File: config.mk
export PLATFORM = sky130hd
export DESIGN_NAME = pwm_rgb_encoder
export DESIGN_NICKNAME = d
export VERILOG_FILES = /design/src/rtl/pwm_rgb_encoder.sv
export SDC_FILE = /design/constraint.sdc
export NUM_CORES = 1
export LEC_CHECK = 0
export ABC_CLOCK_PERIOD_IN_PS = 2800
export BUFFER_PORTS_ARGS = -buffer_cell sky130_fd_sc_hd__buf_2
export CAP_MARGIN = 10
export CORE_AREA = 4 4 77 79
export DETAILED_ROUTE_END_ITERATION = 8
export DIE_AREA = 0 0 81 83
export REMOVE_ABC_BUFFERS = 1
export SLEW_MARGIN = 30
export SYNTH_ARGS = -nofsm -noshare
export SYNTH_HDL_FRONTEND = slang
export SYNTH_SLANG_ARGS = --single-unit
File: constraint.sdc
create_clock -name clk -period 2.8 [get_ports clk]
set_input_delay 0.14 -clock clk [delete_from_list [all_inputs] [get_ports clk]]
set_output_delay 0.14 -clock clk [all_outputs]
set_load 0.005 [all_outputs]
File: src/rtl/pwm_rgb_encoder.sv
// rtl/pwm_rgb_encoder.sv - double-buffered 255-step PWM driver for the three RGB LED channels
// Build option PWM_PHASE_STAGGER_EN offsets the green/blue compare phase by 85/170 steps.
module pwm_rgb_encoder #(
    parameter int PRESCALE = 196
) (
    input  logic       clk,
    input  logic       rst,
    input  logic       enable,
    input  logic [7:0] R_time_in,
    input  logic [7:0] G_time_in,
    input  logic [7:0] B_time_in,
    output logic       pwm_r,
    output logic       pwm_g,
    output logic       pwm_b,
    output logic       period_start
);

    localparam int               PRE_W     = (PRESCALE > 1) ? $clog2(PRESCALE) : 1;
    localparam logic [PRE_W-1:0] PRE_LAST  = PRE_W'(PRESCALE - 1);
    localparam logic [PRE_W-1:0] PRE_ONE   = PRE_W'(1);
    localparam logic [7:0]       STEP_LAST = 8'd254;

    logic [PRE_W-1:0] pre_cnt_q, pre_cnt_d;
    logic [7:0]       step_cnt_q, step_cnt_d;
    logic [7:0]       shadow_r_q, shadow_r_d;
    logic [7:0]       shadow_g_q, shadow_g_d;
    logic [7:0]       shadow_b_q, shadow_b_d;
    logic             pwm_r_q, pwm_r_d;
    logic             pwm_g_q, pwm_g_d;
    logic             pwm_b_q, pwm_b_d;
    logic             period_start_q, period_start_d;

    logic             tick;
    logic             wrap;
    logic [7:0]       eff_r, eff_g, eff_b;

`ifdef PWM_PHASE_STAGGER_EN
    localparam logic [7:0] OFF_R = 8'd0;
    localparam logic [7:0] OFF_G = 8'd85;
    localparam logic [7:0] OFF_B = 8'd170;

    // Step position shifted by a channel offset, folded back into 0..254.
    function automatic logic [7:0] phase_shift(input logic [7:0] step, input logic [7:0] off);
        logic [8:0] sum;
        sum = {1'b0, step} + {1'b0, off};
        if (sum >= 9'd255) begin
            sum = sum - 9'd255;
        end
        return sum[7:0];
    endfunction

    always_comb begin
        eff_r = phase_shift(step_cnt_q, OFF_R);
        eff_g = phase_shift(step_cnt_q, OFF_G);
        eff_b = phase_shift(step_cnt_q, OFF_B);
    end
`else
    always_comb begin
        eff_r = step_cnt_q;
        eff_g = step_cnt_q;
        eff_b = step_cnt_q;
    end
`endif

    always_comb begin
        tick = enable && (pre_cnt_q == PRE_LAST);
        wrap = tick && (step_cnt_q == STEP_LAST);

        pre_cnt_d  = '0;
        step_cnt_d = 8'd0;
        if (enable) begin
            pre_cnt_d  = tick ? '0 : pre_cnt_q + PRE_ONE;
            step_cnt_d = step_cnt_q;
            if (tick) begin
                step_cnt_d = wrap ? 8'd0 : step_cnt_q + 8'd1;
            end
        end

        // Shadows follow the inputs while idle so a restart begins with current duties.
        shadow_r_d = shadow_r_q;
        shadow_g_d = shadow_g_q;
        shadow_b_d = shadow_b_q;
        if (!enable || wrap) begin
            shadow_r_d = R_time_in;
            shadow_g_d = G_time_in;
            shadow_b_d = B_time_in;
        end

        pwm_r_d        = enable && (eff_r < shadow_r_q);
        pwm_g_d        = enable && (eff_g < shadow_g_q);
        pwm_b_d        = enable && (eff_b < shadow_b_q);
        period_start_d = enable && (pre_cnt_q == '0) && (step_cnt_q == 8'd0);
    end

    always_ff @(posedge clk) begin
        if (rst) begin
            pre_cnt_q      <= '0;
            step_cnt_q     <= 8'd0;
            shadow_r_q     <= 8'd0;
            shadow_g_q     <= 8'd0;
            shadow_b_q     <= 8'd0;
            pwm_r_q        <= 1'b0;
            pwm_g_q        <= 1'b0;
            pwm_b_q        <= 1'b0;
            period_start_q <= 1'b0;
        end else begin
            pre_cnt_q      <= pre_cnt_d;
            step_cnt_q     <= step_cnt_d;
            shadow_r_q     <= shadow_r_d;
            shadow_g_q     <= shadow_g_d;
            shadow_b_q     <= shadow_b_d;
            pwm_r_q        <= pwm_r_d;
            pwm_g_q        <= pwm_g_d;
            pwm_b_q        <= pwm_b_d;
            period_start_q <= period_start_d;
        end
    end

    assign pwm_r        = pwm_r_q;
    assign pwm_g        = pwm_g_q;
    assign pwm_b        = pwm_b_q;
    assign period_start = period_start_q;

endmodule

==> results of run 1 <==
-- layer usage --
metal / vias up / share of wire, % / GRT usage, %
met1: 802 / 49 / 19.8
li1: 1009 / - / -
met3: 5 / 4.3 / 3.36
met2: 29 / 45 / 23.5
met4: 0 / 1.3 / 4.15
met5: - / 0 / 0
-- final timing paths --
check	startpoint	to	slack, ns	cells after the start
max	pre_cnt_q[0]	eff_b[6]	0.60	5
min	R_time_in[3]	shadow_r_q[3]	0.07	3
max reg2reg	pre_cnt_q[0]	eff_b[6]	0.60	5
min reg2reg	shadow_b_q[4]	shadow_b_q[4]	0.45	2
-- report_power, final --
group / leakage [nW] / total, mW / internal (mW) / switching (mW)
logic: 0.682 / 0.112 / 0.0500 / 0.0621
registers: 0.360 / 0.661 / 0.650 / 0.0115
clock network: 0.0552 / 0.474 / 0.265 / 0.210
total: 1.10 / 1.25 / 0.964 / 0.283
-- kinds of logic after synthesis --
family	after synthesis	share of synthesized area, %
AOI/OAI and AO/OA	53	14.2
xor gates and xnor gates	10	3.83
adders and majority gates	26	14.2
buffers and inverters	36	6.35
DFF	44	38.6
and+or+nand+nor	111	22.8
-- cell usage after synthesis, drive strengths merged (3+ instances only) --
master   n  area share [%]
nand2   56             9.2
dfxtp   44              39
a21oi   36             7.9
inv     27             4.4
ha      26              14
nor2    14             2.3
nand3   10             2.2
o21ai    7             1.5
and3     6             1.6
clkbuf   6            0.99
xor2     6             2.3
nand2b   4             1.1
nor2b    4             1.1
xnor2    4             1.5
a2111o   3             1.5
a31oi    3            0.82
buf      3            0.93
nand4    3            0.82
nor3     3            0.66
nor4     3            0.82
or4      3             1.3
-- final cells by class --
type                       count  area (sq um)  area share, %
clock inverter                 2          35.0           1.34
timing repair buffer          32           165           6.34
tap                           72          90.1           3.46
multi-input combinational    200          1260           48.4
sequential                    44           881           33.8
clock buffer                   6          72.6           2.79
inverter                      27           101           3.89
-- stage by stage --
stage / utilization (%) / instances / total power [mW] / cell area (sq um) / worst slack [ns]
finish: 48.8 / 383 / 1.25 / 2610 / 0.605
global route: 48.8 / 383 / 1.31 / 2610 / 0.431
CTS: 48.8 / 383 / 1.27 / 2600 / 0.515
detailed placement: 46.8 / 375 / 0.790 / 2500 / 0.531
global placement: 46.8 / 375 / 0.788 / 2500 / 0.574
floorplan: - / 271 / 0.739 / 2240 / 0.728
-- flip-flops by register name, indices dropped and copies added, names as in the netlist --
signal        count
pre_cnt_q         8
shadow_g_q        8
shadow_b_q        8
pwm_b             1
period_start      1
eff_b             8
pwm_r             1
shadow_r_q        8
pwm_g             1
-- critical path: cells and delay by family, from the launching register on --
family,cells,cell delay (ns)
DFF,1,0.41
adders and majority gates,1,0.27
and+or+nand+nor,3,1.31
AOI/OAI and AO/OA,1,0.14
==> results.sh, run 1 <==
export IMPL_status="finished, final reports clean"
export IMPL_synth_cells=280
export IMPL_end_kind="flop"
export IMPL_yosys_register_bits=44
export IMPL_vias=1845
export IMPL_dieArea_sq_mm=0.00672
export IMPL_clk_pin_slew_ns=0.09
export IMPL_gr_total_overflow=0
export IMPL_ys_flop_type="dfxtp_1"
export IMPL_core_region_area_sq_mm=0.00534
export IMPL_cp_slowest_cell="or4_4"
export IMPL_start_util_pct=42.8
export IMPL_htreeDepth=2
export IMPL_viasPerCell=4.82
export IMPL_critical_path_arrival_ns=2.41
export IMPL_hold_violations=0
export IMPL_async_reset_ff_share_pct=0
export IMPL_rsz0062_at_grt="no"
export IMPL_layout_drive_gt1_share_pct=13.8
export IMPL_num_antenna_cells=0
export IMPL_first_pass_iters=4
export IMPL_drtAntennaViolNets=0
export IMPL_grt_pass1_vias=1709
export IMPL_layout_common_cells="nand2_1 (56), dfxtp_1 (44), a21oi_1 (36), buf_2 (30), inv_1 (27)"
export IMPL_fp_dieW_um=81
export IMPL_grt_pass1_wl_mm=7.92
export IMPL_crit_type="reg -> reg"
export IMPL_grt_max_degree=27
export IMPL_syn2layout_area_growth_pct=14.0
export IMPL_clock_latency_ns=0.30
export IMPL_antenna_found_initial=0
export IMPL_cts_made_buffers=5
export IMPL_rows=27
export IMPL_io_pins=31
export IMPL_cts_resized=0
export IMPL_clock_sinks=44
export IMPL_finClkSkew_ns=0.0115
export IMPL_worst_slew_pin_slew_ns=0.583
export IMPL_cts_tree="yes"
export IMPL_synth_area_per_cell_sq_um=8.16
export IMPL_path_cells="ha_1, nand4_1, or4_4, or3b_1, a21oi_1"
export IMPL_drtIter0Drc=69
export IMPL_min_path_type="in -> reg"
export IMPL_irDropWorstVdd_uv=295
export IMPL_slowest_delay_ns=0.60
export IMPL_port_buffers=30
export IMPL_powerDensity_mw_per_mm2=479
export IMPL_nets=363
export IMPL_crit_path_start_kind="flop"
export IMPL_synth_edff_count=0
export IMPL_slew_headroom_pct=60.8
export IMPL_finalCritPeriodShare_pct=78.4
export IMPL_drt_total_wl_mm=4.48
export IMPL_leakagePower_nw=1.10
export IMPL_yosys_warnings=0
export IMPL_final_common_cell="nand2_1"
export IMPL_wl_per_cell_um=11.7
export IMPL_synth_distinct_cells=32
export IMPL_drcViolationCount=0
export IMPL_timing_final_setup_violations=0
export IMPL_seq_area_frac_synth_pct=38.6
export IMPL_place_gp_congestion=0.796
export IMPL_clock_fmax_mhz=456
export IMPL_n_fill_cell=553
export IMPL_die_h_um=83
export IMPL_worst_hold_slack_ns=0.0744
export IMPL_setup_tns_ns=0
export IMPL_maxCapViolCount=0
export IMPL_grtUsageTotal_pct=14.8
export IMPL_clock_path_buffers=2
export IMPL_min_period_ns=2.20
export IMPL_cp_max_fo=8
export IMPL_slew_violations=0
export IMPL_post_cts_buffers=0
export IMPL_cts_root_buf="clkbuf_8"
export IMPL_cp_required_ns=3.02
export IMPL_dp_hpwl_mm=3.28
export IMPL_syn_area_sq_mm=0.00228
export IMPL_holdBufCountCts=0
Note: power is estimated with default switching activity, not from simulation.
==> run 2: changes to the inputs <==
Settings changed: ABC_CLOCK_PERIOD_IN_PS 2800 to 2100.
Clock period 2.8 ns to 2.1 ns, I/O delays scaled along.
==> run 2 against run 1 <==
Net effect:
- die area did not move
- sequential share of layout area fell by 0.57 points
- clock skew fell by 0.0031 ns
- count of clock-buffer cells in the layout rose by 1
- clock power rose by 15%
- critical path depth fell by 1
- maximum frequency rose by 10%
- first-iteration DRC count fell by 8.7%
- critical path type unchanged
- largest cell class unchanged
- highest routed layer unchanged
==> results.sh, run 2 (synthesized netlist as in run 1, its figures left out) <==
export IMPL_fp_dieW_um=81
export IMPL_grt_pass1_vias=1828
export IMPL_clock_latency_ns=0.30
export IMPL_post_cts_buffers=0
export IMPL_dp_hpwl_mm=3.44
export IMPL_layout_common_cells="nand2_1 (56), dfxtp_1 (44), a21oi_1 (36), buf_2 (30), inv_1 (27)"
export IMPL_cp_max_fo=4
export IMPL_drtAntennaViolNets=0
export IMPL_maxCapViolCount=0
export IMPL_die_h_um=83
export IMPL_setup_slack_ns=0.108
export IMPL_cts_tree="yes"
export IMPL_clk_pin_slew_ns=0.08
export IMPL_drcViolationCount=0
export IMPL_clock_path_buffers=2
export IMPL_end_kind="flop"
export IMPL_num_antenna_cells=0
export IMPL_finClkSkew_ns=0.00843
export IMPL_status="finished, final reports clean"
export IMPL_core_region_area_sq_mm=0.00534
export IMPL_final_common_cell="nand2_1"
export IMPL_viasPerCell=4.90
export IMPL_setup_tns_ns=0
export IMPL_cts_resized=0
export IMPL_start_util_pct=42.8
export IMPL_min_period_ns=1.99
export IMPL_io_pins=31
export IMPL_htreeDepth=2
export IMPL_drtIter0Drc=63
export IMPL_cp_slowest_cell="or4_4"
export IMPL_cts_made_buffers=5
export IMPL_dieArea_sq_mm=0.00672
export IMPL_path_cells="or4_4, or4_4, or3b_1, a21oi_1"
export IMPL_clock_fmax_mhz=502
export IMPL_layout_drive_gt1_share_pct=15.7
export IMPL_timing_final_setup_violations=0
export IMPL_holdBufCountCts=0
export IMPL_cts_root_buf="clkbuf_8"
export IMPL_antenna_found_initial=0
export IMPL_leakagePower_nw=1.13
export IMPL_gr_total_overflow=0
export IMPL_slowest_delay_ns=0.54
export IMPL_grt_pass1_wl_mm=8.23
export IMPL_placed_area_sq_mm=0.00256
export IMPL_nets=371
export IMPL_syn2layout_area_growth_pct=16.0
export IMPL_crit_top_cell="or4_4"
export IMPL_finalCritPeriodShare_pct=94.9
export IMPL_slew_violations=0
export IMPL_clock_sinks=44
export IMPL_critical_path_arrival_ns=2.21
export IMPL_grt_max_degree=27
export IMPL_cp_required_ns=2.32
export IMPL_wl_per_cell_um=11.9
export IMPL_hold_violations=0
export IMPL_vias=1915
export IMPL_rsz0062_at_grt="no"
export IMPL_rows=27
export IMPL_powerDensity_mw_per_mm2=597
export IMPL_grtUsageTotal_pct=15.4
export IMPL_place_gp_congestion=0.869
export IMPL_crit_type="reg -> reg"
export IMPL_irDropWorstVdd_uv=321
export IMPL_min_path_type="in -> reg"
export IMPL_slew_headroom_pct=60.2
export IMPL_first_pass_iters=4
export IMPL_dp_slack_ns=0.129
export IMPL_drt_total_wl_mm=4.66
export IMPL_fin_area_sq_mm=0.00265
export IMPL_crit_path_start_kind="flop"
export IMPL_worst_slew_pin_slew_ns=0.592
export IMPL_port_buffers=30
## run 2: final cells by class
| type | count | area (sq um) |
|---|---|---|
| multi-input cells | 200 | 1260 |
| clock buffers | 7 | 86.3 |
| flip-flops and latches | 44 | 881 |
| fillers | 578 | 2690 |
| repair buffers | 40 | 225 |
| well taps | 72 | 90.1 |
| clock inverters | 1 | 7.51 |
| inverters | 27 | 101 |
## run 2: through the flow
stage | power (mW) | hold slack, ns | instances | utilization, %
floorplan | 0.986 | 0.174 | 271 | -
global route | 1.66 | 0.0376 | 391 | 49.6
finish | 1.58 | 0.0417 | 391 | 49.6
global placement | 1.06 | 0.350 | 383 | 47.9
CTS | 1.61 | 0.0370 | 391 | 49.6
detailed placement | 1.06 | 0.354 | 383 | 47.9
## run 2: metal layers
layer  global-route usage (%)  vias to the layer above  routed length, um  part of all wire, %
met3                     3.36                        7                282                  6.1
met1                     20.7                      847               2200                   47
li1                         -                     1022                  -                    -
met5                        0                        -                  0                    0
met4                     4.92                        0                 82                  1.8
met2                     24.3                       39               2100                   45
## run 2: worst paths after layout
kind                                    start  slack, ns            end  cells past startpoint
worst max-delay path             pre_cnt_q[4]       0.11       eff_b[6]                      4
worst min-delay path             R_time_in[0]       0.04  shadow_r_q[0]                      3
worst max register to register   pre_cnt_q[4]       0.11       eff_b[6]                      4
worst min register to register  shadow_r_q[3]       0.45  shadow_r_q[3]                      2
## run 2: worst max-delay path, delay by kind of cell (launching register included)
family	cells	cell delay [ns]
AOI/OAI and AO/OA	1	0.14
and+or+nand+nor	3	1.45
DFF	1	0.34
## run 2: power breakdown
group	internal, mW	switching, mW
registers	0.866	0.0152
logic	0.0703	0.0846
clock network	0.267	0.279
